### src/rtl/fifo_wr_arbiter_if.sv
// fifo_wr_arbiter_if
//   Bundles the requester streams and the FIFO write-port signals shared by
//   fifo_wr_arbiter and whatever drives it.
//
//   Parameters:
//     NREQ : number of requesters (>= 2)
//     DW   : data width per beat
//
//   Signals:
//     req_valid[NREQ]   per-requester beat valid
//     req_last[NREQ]    per-requester last beat of burst (qualified by req_valid)
//     req_data[NREQ*DW] requester i in bits [i*DW +: DW]
//     req_ready[NREQ]   per-requester beat accept
//     wfull, awfull     FIFO full / almost-full flags (registered in the FIFO)
//     winc, wdata       FIFO write strobe and data
//     grant_id          current or last granted requester
//     busy              a burst is in progress
//     burst_trunc       one-cycle pulse after a burst is released at MAXBURST
//
//   Modports:
//     slave  : the arbiter side
//     master : the requester/FIFO side that feeds the arbiter
interface fifo_wr_arbiter_if #(
  parameter int NREQ = 4,
  parameter int DW   = 8
);
  localparam int IW = $clog2(NREQ);

  logic [NREQ-1:0]    req_valid;
  logic [NREQ-1:0]    req_last;
  logic [NREQ*DW-1:0] req_data;
  logic [NREQ-1:0]    req_ready;
  logic               wfull;
  logic               awfull;
  logic               winc;
  logic [DW-1:0]      wdata;
  logic [IW-1:0]      grant_id;
  logic               busy;
  logic               burst_trunc;

  modport slave (
    input  req_valid, req_last, req_data, wfull, awfull,
    output req_ready, winc, wdata, grant_id, busy, burst_trunc
  );

  modport master (
    output req_valid, req_last, req_data, wfull, awfull,
    input  req_ready, winc, wdata, grant_id, busy, burst_trunc
  );
endinterface

### src/rtl/fifo_wr_arbiter.sv
// fifo_wr_arbiter
//   Round-robin burst arbiter sharing one async-FIFO write port among NREQ
//   requesters in the wclk domain. A grant is held for a whole burst (closed
//   by req_last, or force-released after MAXBURST beats), so beats from
//   different requesters never interleave in the FIFO. One IDLE cycle
//   separates consecutive bursts.
//
//   Parameters:
//     NREQ     : number of requesters (>= 2)
//     DW       : data width per beat
//     MAXBURST : beats per grant before forced release (>= 1)
//
//   Ports:
//     wclk   : write-domain clock
//     wrst_n : asynchronous active-low reset
//     bus    : fifo_wr_arbiter_if.slave (requester streams, FIFO write port,
//              grant_id / busy / burst_trunc status)
//
//   Build option:
//     FIFO_ARB_AWFULL_STALL_EN : when defined, a new burst starts only while
//       both wfull and awfull are low, leaving at least two free slots at
//       burst start. When undefined, awfull is ignored. awfull never affects
//       a burst already in progress.
module fifo_wr_arbiter #(
  parameter int NREQ     = 4,
  parameter int DW       = 8,
  parameter int MAXBURST = 16
) (
  input  logic               wclk,
  input  logic               wrst_n,
  fifo_wr_arbiter_if.slave   bus
);

  localparam int IW = $clog2(NREQ);
  localparam int CW = $clog2(MAXBURST + 1);

  localparam logic [0:0] IDLE = 1'b0;
  localparam logic [0:0] LOCK = 1'b1;

  // beat_cnt value before the beat that reaches MAXBURST
  localparam logic [CW-1:0] CNT_LAST = CW'(MAXBURST - 1);
  localparam logic [IW-1:0] IDX_MAX  = IW'(NREQ - 1);

  logic [0:0]    state;
  logic [IW-1:0] grant_r;
  logic [IW-1:0] rr_last;
  logic [CW-1:0] beat_cnt;
  logic          trunc_r;

  logic          start_ok;
  logic          pick_found;
  logic [IW-1:0] pick_idx;
  logic [IW-1:0] scan_idx;
  logic          accept;
  logic          beat_last;
  logic [NREQ-1:0] ready_vec;
  logic [DW-1:0] wdata_mux;

`ifdef FIFO_ARB_AWFULL_STALL_EN
  assign start_ok = ~bus.wfull & ~bus.awfull;
`else
  assign start_ok = ~bus.wfull;
  logic unused_awfull;
  assign unused_awfull = bus.awfull;
`endif

  // Round-robin scan starting just after the last released requester; the
  // first valid requester found wins.
  always_comb begin
    pick_found = 1'b0;
    pick_idx   = '0;
    scan_idx   = rr_last;
    for (int k = 0; k < NREQ; k++) begin
      scan_idx = (scan_idx == IDX_MAX) ? '0 : scan_idx + IW'(1);
      if (!pick_found && bus.req_valid[scan_idx]) begin
        pick_found = 1'b1;
        pick_idx   = scan_idx;
      end
    end
  end

  // Data mux is driven regardless of winc; downstream only samples it with winc.
  always_comb begin
    wdata_mux = '0;
    for (int i = 0; i < NREQ; i++) begin
      if (grant_r == IW'(i)) begin
        wdata_mux = bus.req_data[i*DW +: DW];
      end
    end
  end

  always_comb begin
    ready_vec = '0;
    if (state == LOCK && !bus.wfull) begin
      ready_vec[grant_r] = 1'b1;
    end
  end

  // wfull gates acceptance directly, so winc never fires while the FIFO is full.
  assign accept    = (state == LOCK) & bus.req_valid[grant_r] & ~bus.wfull;
  assign beat_last = bus.req_last[grant_r];

  assign bus.req_ready   = ready_vec;
  assign bus.winc        = accept;
  assign bus.wdata       = wdata_mux;
  assign bus.grant_id    = grant_r;
  assign bus.busy        = (state == LOCK);
  assign bus.burst_trunc = trunc_r;

  // ---- state register boundary ----
  always_ff @(posedge wclk or negedge wrst_n) begin
    if (!wrst_n) begin
      state    <= IDLE;
      grant_r  <= '0;
      rr_last  <= IDX_MAX;
      beat_cnt <= '0;
      trunc_r  <= 1'b0;
    end else begin
      trunc_r <= 1'b0;
      case (state)
        IDLE: begin
          if (pick_found && start_ok) begin
            grant_r  <= pick_idx;
            beat_cnt <= '0;
            state    <= LOCK;
          end
        end
        default: begin
          if (accept) begin
            beat_cnt <= beat_cnt + CW'(1);
            if (beat_last) begin
              state   <= IDLE;
              rr_last <= grant_r;
            end else if (beat_cnt == CNT_LAST) begin
              // Forced release: the rest of this requester's data competes
              // again as a fresh burst.
              state   <= IDLE;
              rr_last <= grant_r;
              trunc_r <= 1'b1;
            end
          end
        end
      endcase
    end
  end

endmodule

### src/flat_wrapper.sv
// flat-port wrapper written by rule: the top's interface ports become plain ports
module fifo_wr_arbiter_flat 
#(
  parameter int NREQ     = 4,
  parameter int DW       = 8,
  parameter int MAXBURST = 16
)
  (wclk, wrst_n, bus_req_valid, bus_req_last, bus_req_data, bus_wfull, bus_awfull, bus_req_ready, bus_winc, bus_wdata, bus_grant_id, bus_busy, bus_burst_trunc);
  fifo_wr_arbiter_if #(.NREQ(NREQ), .DW(DW)) bus_i ();
  input  logic wclk;
  input  logic wrst_n;
  input wire logic [$bits(bus_i.req_valid)-1:0] bus_req_valid;
  input wire logic [$bits(bus_i.req_last)-1:0] bus_req_last;
  input wire logic [$bits(bus_i.req_data)-1:0] bus_req_data;
  input wire logic [$bits(bus_i.wfull)-1:0] bus_wfull;
  input wire logic [$bits(bus_i.awfull)-1:0] bus_awfull;
  output wire logic [$bits(bus_i.req_ready)-1:0] bus_req_ready;
  output wire logic [$bits(bus_i.winc)-1:0] bus_winc;
  output wire logic [$bits(bus_i.wdata)-1:0] bus_wdata;
  output wire logic [$bits(bus_i.grant_id)-1:0] bus_grant_id;
  output wire logic [$bits(bus_i.busy)-1:0] bus_busy;
  output wire logic [$bits(bus_i.burst_trunc)-1:0] bus_burst_trunc;
  assign bus_i.req_valid = bus_req_valid;
  assign bus_i.req_last = bus_req_last;
  assign bus_i.req_data = bus_req_data;
  assign bus_i.wfull = bus_wfull;
  assign bus_i.awfull = bus_awfull;
  assign bus_req_ready = bus_i.req_ready;
  assign bus_winc = bus_i.winc;
  assign bus_wdata = bus_i.wdata;
  assign bus_grant_id = bus_i.grant_id;
  assign bus_busy = bus_i.busy;
  assign bus_burst_trunc = bus_i.burst_trunc;
  fifo_wr_arbiter #(.NREQ(NREQ), .DW(DW), .MAXBURST(MAXBURST)) u_core (.wclk(wclk), .wrst_n(wrst_n), .bus(bus_i));
endmodule
### config.mk
export PLATFORM = sky130hd
export DESIGN_NAME = fifo_wr_arbiter_flat
export DESIGN_NICKNAME = d
export VERILOG_FILES = /design/src/rtl/fifo_wr_arbiter_if.sv /design/src/rtl/fifo_wr_arbiter.sv /design/src/flat_wrapper.sv
export SDC_FILE = /design/constraint.sdc
export NUM_CORES = 1
export LEC_CHECK = 0
export CORE_UTILIZATION = 38
export DETAILED_ROUTE_END_ITERATION = 6
export PLACE_DENSITY = 0.85
export SYNTH_ARGS = -nofsm -noshare
export SYNTH_HDL_FRONTEND = slang
export SYNTH_SLANG_ARGS = --single-unit
### constraint.sdc
create_clock -name wclk -period 3 [get_ports wclk]
set_input_delay 0.75 -clock wclk [delete_from_list [all_inputs] [get_ports wclk]]
set_output_delay 0.75 -clock wclk [all_outputs]
set_load 0.01 [all_outputs]
# Word level (Yosys, flattened, before mapping)
# Cells that the tools add are included.
[classes]
mux = 45
addsub = 5
n_lt_le_gt_ge = 6
reduce_logical = 16
n_eq_ne = 9
n_bitwise = 4
[op_table]
columns = ["operator", "count"]
rows = [
  ["2-to-1 mux 8 bit", 4],
  ["2-to-1 mux 1 bit", 20],
  ["2-to-1 mux 2 bit", 10],
  ["less-than comparator 2 x 3 -> 1 bit (second input constant)", 5],
  ["2-to-1 mux 5 bit", 3],
  ["binary-select mux 1 bit (select 2 bit)", 6],
  ["== test 2 bit (second input constant)", 6],
  ["adder 2 x 1 -> 2 bit (second input constant)", 4],
  ["logical AND 1 bit", 6],
  ["adder 5 x 1 -> 5 bit (second input constant)", 1],
  ["== test 5 x 4 -> 1 bit (second input constant)", 1],
  ["logical NOT 1 bit", 4],
  ["2-to-1 mux 4 bit", 1],
  ["AND reduction 2 bit", 2],
  ["nonzero test 2 bit", 2],
  ["AND reduction 3 bit", 1],
  ["bitwise AND 1 bit", 2],
  ["demux 1 bit (select 2 bit)", 1],
  ["== test 2 x 1 -> 1 bit (second input constant)", 1],
  [">= comparator 2 x 1 -> 1 bit (second input constant)", 1],
  ["logical NOT 2 bit", 1],
  ["!= test 2 bit (second input constant)", 1],
  ["NOT 1 bit", 2],
]
[word_totals]
word_cells = 90
in_bits = 44
ff_bits = 11

# Longest topological paths before layout
# Gate-level depths: netlist of the first run.
[logic_depth]
depth_word = 17
depth_mapped = 6

# Worst setup path after synthesis of the first run
# OpenSTA, ideal clock, no wires.
[synth_path]
path_kind = "in2out"
from = "input port bus_wfull"
to = "output port bus_winc"
slack_ps = 782
arrival_ps = 1468
t_required_ps = 2250
path_stages = 3
path_buffers = 1
path_cell_list = "or3b_4 > o22ai_4 > buf_4"
[synth_via]
elab_chain_len = 2
[synth_lines]
columns = ["element", "line_no", "text"]
rows = [
  ["from (decl)", "flat_wrapper.sv:15", "input wire logic [$bits(bus_i.wfull)-1:0] bus_wfull;"],
  ["NOT 1 bit", "fifo_wr_arbiter.sv:100", "assign accept = (state == LOCK) & bus.req_valid[grant_r] & ~bus.wfull;"],
  ["bitwise AND 1 bit", "fifo_wr_arbiter.sv:100", ""],
  ["to (decl)", "flat_wrapper.sv:18", "output wire logic [$bits(bus_i.winc)-1:0] bus_winc;"],
]
# No other way between the ends.

# Worst setup path after layout of the first run
[layout_path]
from = "input port bus_wfull"
to = "output port bus_req_ready[1]"
[layout_via]
elab_chain_len = 3
[layout_lines]
columns = ["element", "line_no", "text"]
rows = [
  ["logical NOT 1 bit", "fifo_wr_arbiter.sv:94", "if (state == LOCK && !bus.wfull) begin"],
  ["logical AND 1 bit", "fifo_wr_arbiter.sv:94", ""],
  ["2-to-1 mux 4 bit", "fifo_wr_arbiter.sv:94", ""],
  ["to (decl)", "flat_wrapper.sv:17", "output wire logic [$bits(bus_i.req_ready)-1:0] bus_req_ready;"],
]
# No other way between the ends.

==> metrics.cfg, run 1 <==
[pwr]
peakVddDrop_mv = 0.4608
power.total_mw = 1.133
p_leak_nw = 0.6676
power.density_mw_per_mm2 = 717.6

[finish]
utilization = 0.7138
nets = 196
stdcell_count = 176
n_antenna_cell = 0
area_growth_syn_to_layout_pct = 76.01
fin_area_mm2 = 0.001579
final_layout_size_suffix_gt1_frac = 0.1757

[global_route]
grt_pass1_wl_mm = 4.326
grt.total_usage = 0.2244
grt_antenna_before_repair = 0
grt_max_degree = 13
grt_remaining_overflow = 0
grt_pass1_vias = 955

[logic_synthesis]
async_flop_share = 1.000
synth_largest_area_cell = dfrtp_1
synth.top_cells.by_area = dfrtp_1 (25%), mux4_2 (20%), dfstp_2 (5.9%), ha_1 (4.2%), mux2i_1 (3.3%)
syn_area_um2 = 897.1
synth_edf_count = 0
netlist.area_leader.share = 0.2510
yosysUniqueCellTypes = 34
syn_avg_cell_area_um2 = 10.94
ys_ff_latch = 11
syn-instance-count = 82
ys_warn_count = 0
synth-seq-area-share = 0.3096
synthTopCellsByCount = dfrtp_1 (9), mux4_2 (8), nand2_1 (7), nor2_1 (6), o21ai_0 (6)
ys.flop_type = dfrtp_1
yosysMostFrequentCell = dfrtp_1
syn-num-nets = 129

[placed_design]
dp.cells = 171
portBuffers = 59
globalplace.congestion = 0.6952
pre_cts_slack_ns = -0.07957
place_hpwl_mm = 2.295
placed_cell_area_mm2 = 0.001546

[route]
dr.pass1.iters = 4
postRouteAntennaNets = 0
viasPerCell = 5.398
route.detailed.drc = 0
wl_per_cell_um = 16.21
drt_iter0_markers = 22
wirelength_mm = 2.853
num_vias = 950

[flow_run]
maxCapViolations = 0

[clocking]
root_buffer = clkbuf_4
insertion_delay_ns = 0.27
postCtsHoldBufs = 0
htreeDepth = 1
clk_pin_slew_worst_paths_ns = 0.07
clock_sinks = 11
cts.path.max_buffers = 2
cts_buffers = 3
cts_tree = built

[critical_path]
path_class = in -> out
cp_max_fo = 3
setup.worst_path.start = bus_wfull
r2r-start = u_core.bus.grant_id[1]
end_kind = output pin
start_kind = input port
arrival_ns = 2.19
required_ns = 2.25

[min_path]
hp-class = reg -> reg
hp-start = u_core.beat_cnt[0]

[floorplanning]
core_mm2 = 0.002212
dieHeight_um = 50.59
die_w_um = 50.59
placementRows = 17
die_area_mm2 = 0.002559
io_pins = 61
start_util = 0.4055

[outcome]
outcome = finished clean

[timing]
max_freq_ghz = 0.3403
rsz0062_at_grt = no
slew_violations = 0
relSlewSlack = 0.6348
period_share = 0.9797
period_needed_ns = 2.939
hold_violations = 0
setup_viol = 0
tightest_slew_ns = 0.5477
postLayoutSetupSlackWorst_ns = 0.06104
skew_ns = 0.004311

[sequential cells by signal, indices dropped and copies added (netlist names)]
name	flops
u_core.rr_last	2
u_core.beat_cnt	5
u_core.bus.busy	1
u_core.bus.grant_id	2
u_core.bus.burst_trunc	1
[power by group]
group / internal [mW] / total, mW / switching [mW] / leakage (nW)
combinational: 0.437 / 0.723 / 0.286 / 0.524
sequential: 0.214 / 0.311 / 0.0975 / 0.129
clock: 0.0515 / 0.0988 / 0.0473 / 0.0150
[final timing paths]
path                                           to  slack [ns]  cells after the start
hold / removal                 u_core.beat_cnt[0]        0.51                      1
hold reg to reg                u_core.beat_cnt[0]        0.51                      1
min in group asynchronous  u_core.bus.grant_id[1]        0.82                      1
max in group asynchronous       u_core.rr_last[1]        1.82                      1
setup reg to reg                u_core.rr_last[1]        1.03                      4
setup / recovery                 bus_req_ready[1]        0.06                      5
[metal layers]
layer / track usage / wire (um) / share of wire
met5: 0 / 0 / 0
met2: 0.4267 / 1456 / 0.51
met1: 0.2548 / 1109 / 0.39
met3: 0.03636 / 244 / 0.086
met4: 0.06019 / 44 / 0.015
[critical path, stage by stage]
cell	delay (ns)
clkdlybuf4s50_1	0.45
nand3b_1	0.19
buf_4	0.17
nor2_1	0.09
clkdlybuf4s50_1	0.54
[placed cells by master, fill, tap and decap left out, types with 2 or more instances in the layout]
cell / count
clkdlybuf4s50_1: 55
buf_4: 9
dfrtp_1: 9
mux4_2: 8
nand2_1: 7
nor2_1: 6
o21ai_0: 6
inv_1: 4
a21oi_1: 4
mux2i_1: 3
ha_1: 3
clkbuf_4: 3
dlygate4sd2_1: 3
nand3b_1: 2
and3_1: 2
nand2b_1: 2
nand3_1: 2
mux2_1: 2
dfstp_2: 2
[cell families (layout without fill, tap and decap cells)]
family,Yosys count,after routing,synth area share
adders and majority gates,3,3,0.04185
DFF,11,11,0.3096
xor gates and xnor gates,1,1,0.009765
and+or+nand+nor,24,24,0.1367
buffers and inverters,10,76,0.05717
AOI/OAI and AO/OA,19,19,0.1730
muxes,14,14,0.2720
[stage by stage]
stage               TNS (ns)  hold WS (ns)
floorplan                  0        0.4544
global placement    -0.05764        0.4854
detailed placement   -0.1277        0.5120
CTS                        0        0.5214
global route               0        0.5400
finish                     0        0.5140
[area by class of cell]
cell class,instances,area [um^2]
timing repair buffer,68,656.9
fill,179,633.1
multi-input combinational,61,568.0
sequential,11,277.8
tap,28,35.03
clock buffer,4,26.28
inverter,4,15.01
[repair_timing]
item	CTS	global route
buffers inserted	1	0
resized for setup	3	1
gates cloned	0	0
pin swaps	0	0
endpoints found under the setup margin	4	1
No activity file was read; power rests on OpenSTA's default activity.
==> run 2: changes to the inputs <==
--- a/config.mk
+++ b/config.mk
@@ -8,6 +8,7 @@
 export CORE_UTILIZATION = 38
 export DETAILED_ROUTE_END_ITERATION = 6
 export PLACE_DENSITY = 0.85
+export RECOVER_POWER = 25
 export SYNTH_ARGS = -nofsm -noshare
 export SYNTH_HDL_FRONTEND = slang
 export SYNTH_SLANG_ARGS = --single-unit
==> metrics.cfg, run 2 (synthesis results as in run 1) <==
[global_route]
grt_remaining_overflow = 0
grt_pass1_vias = 955
grt-busiest-layer = met2
grt.total_usage = 0.2244
grtUsageMet3 = 0.03636
gr-usage-met1 = 0.2548
grt_antenna_before_repair = 0
grt_max_degree = 13
use_met2 = 0.4267
grt_pass1_wl_mm = 4.326

[min_path]
hold_depth = 1
hp-class = reg -> reg

[route]
wl_per_cell_um = 16.22
num_vias = 951
wirelength_mm = 2.855
viasPerCell = 5.403
drt_iter0_markers = 22
postRouteAntennaNets = 0
route.detailed.drc = 0
dr.pass1.iters = 4

[clocking]
clk_pin_slew_worst_paths_ns = 0.07
root_buffer = clkbuf_4
cts_buffers = 3
cts.path.max_buffers = 2
insertion_delay_ns = 0.27
clock_sinks = 11
htreeDepth = 1
postCtsHoldBufs = 0
cts_tree = built

[placed_design]
place_hpwl_mm = 2.295
dp.cells = 171
portBuffers = 59
globalplace.congestion = 0.6952

[timing]
relSlewSlack = 0.6347
period_needed_ns = 2.939
skew_ns = 0.004266
hold_violations = 0
tightest_slew_ns = 0.5479
finalHoldWorstSlack_ns = 0.5140
rsz0062_at_grt = no
max_freq_ghz = 0.3402
setup_viol = 0
period_share = 0.9797
setup_tns_ns = 0
slew_violations = 0

[floorplanning]
die_w_um = 50.59
core_mm2 = 0.002212
io_pins = 61
die_area_mm2 = 0.002559
dieHeight_um = 50.59
placementRows = 17
start_util = 0.4055

[finish]
n_antenna_cell = 0
final_common_cell = clkdlybuf4s50_1
area_growth_syn_to_layout_pct = 76.01
largest_reg_flops = 5
stdcell_count = 176
regMostFlops = u_core.beat_cnt
fillers = 179
nets = 196
final_layout_size_suffix_gt1_frac = 0.1757
final_cell_mix = clkdlybuf4s50_1 (54), buf_4 (9), dfrtp_1 (9)

[pwr]
p_leak_nw = 0.6679
power.total_mw = 1.133
power.density_mw_per_mm2 = 717.4
peakVddDrop_mv = 0.4609

[critical_path]
start_kind = input port
cp_max_fo = 3
arrival_ns = 2.19
path_class = in -> out
reg2reg_depth = 4
end_kind = output pin
required_ns = 2.25

[flow_run]
maxCapViolations = 0

[outcome]
outcome = finished clean

## run 2: area by class of cell
cell class	count	area, um^2	share of cell area
well taps	28	35.03	0.02219
clock buffers	4	26.28	0.01664
repair buffers	68	656.9	0.4160
inverters	4	15.01	0.009509
flip-flops and latches	11	277.8	0.1759
multi-input cells	61	568.0	0.3597
## run 2: routing by layer
metal | vias up | part of all wire
met3 | 5 | 0.085
met4 | 0 | 0.015
met2 | 49 | 0.51
li1 | 441 | -
met5 | - | 0
met1 | 456 | 0.39
## run 2: final timing paths
check | start | end | slack, ns
min in group asynchronous | wrst_n | u_core.bus.grant_id[1] | 0.89
worst min-delay path | u_core.beat_cnt[0] | u_core.beat_cnt[0] | 0.51
worst min register to register | u_core.beat_cnt[0] | u_core.beat_cnt[0] | 0.51
worst max-delay path | bus_wfull | bus_req_ready[1] | 0.06
worst max register to register | u_core.bus.grant_id[1] | u_core.rr_last[1] | 1.03
max in group asynchronous | wrst_n | u_core.rr_last[1] | 1.75
## run 2: where the power goes
group          internal (mW)  switching (mW)  total, mW
registers              0.214          0.0976      0.311
logic                  0.437           0.286      0.723
clock network         0.0515          0.0473     0.0988
total                  0.702           0.431       1.13
## run 2: worst max-delay path: stages
cell	delay (ns)
clkdlybuf4s50_1	0.45
nand3b_1	0.19
buf_4	0.17
nor2_1	0.09
clkdlybuf4s50_1	0.54
## run 2: timing repair
| item | in CTS | in global routing |
|---|---|---|
| resized for setup | 3 | 1 |
| setup endpoints to repair | 4 | 1 |
| setup buffers | 1 | 0 |
## run 2: stage by stage
step | instance area, um^2 | worst slack (ns) | utilization
2_1_floorplan | 897.1 | 0.7822 | -
5_1_grt | 1579 | 0.006470 | 0.7138
3_3_place_gp | 1546 | -0.05764 | 0.6991
3_5_place_dp | 1546 | -0.07957 | 0.6991
4_1_cts | 1577 | 0.07187 | 0.7127
6_report | 1579 | 0.06096 | 0.7138
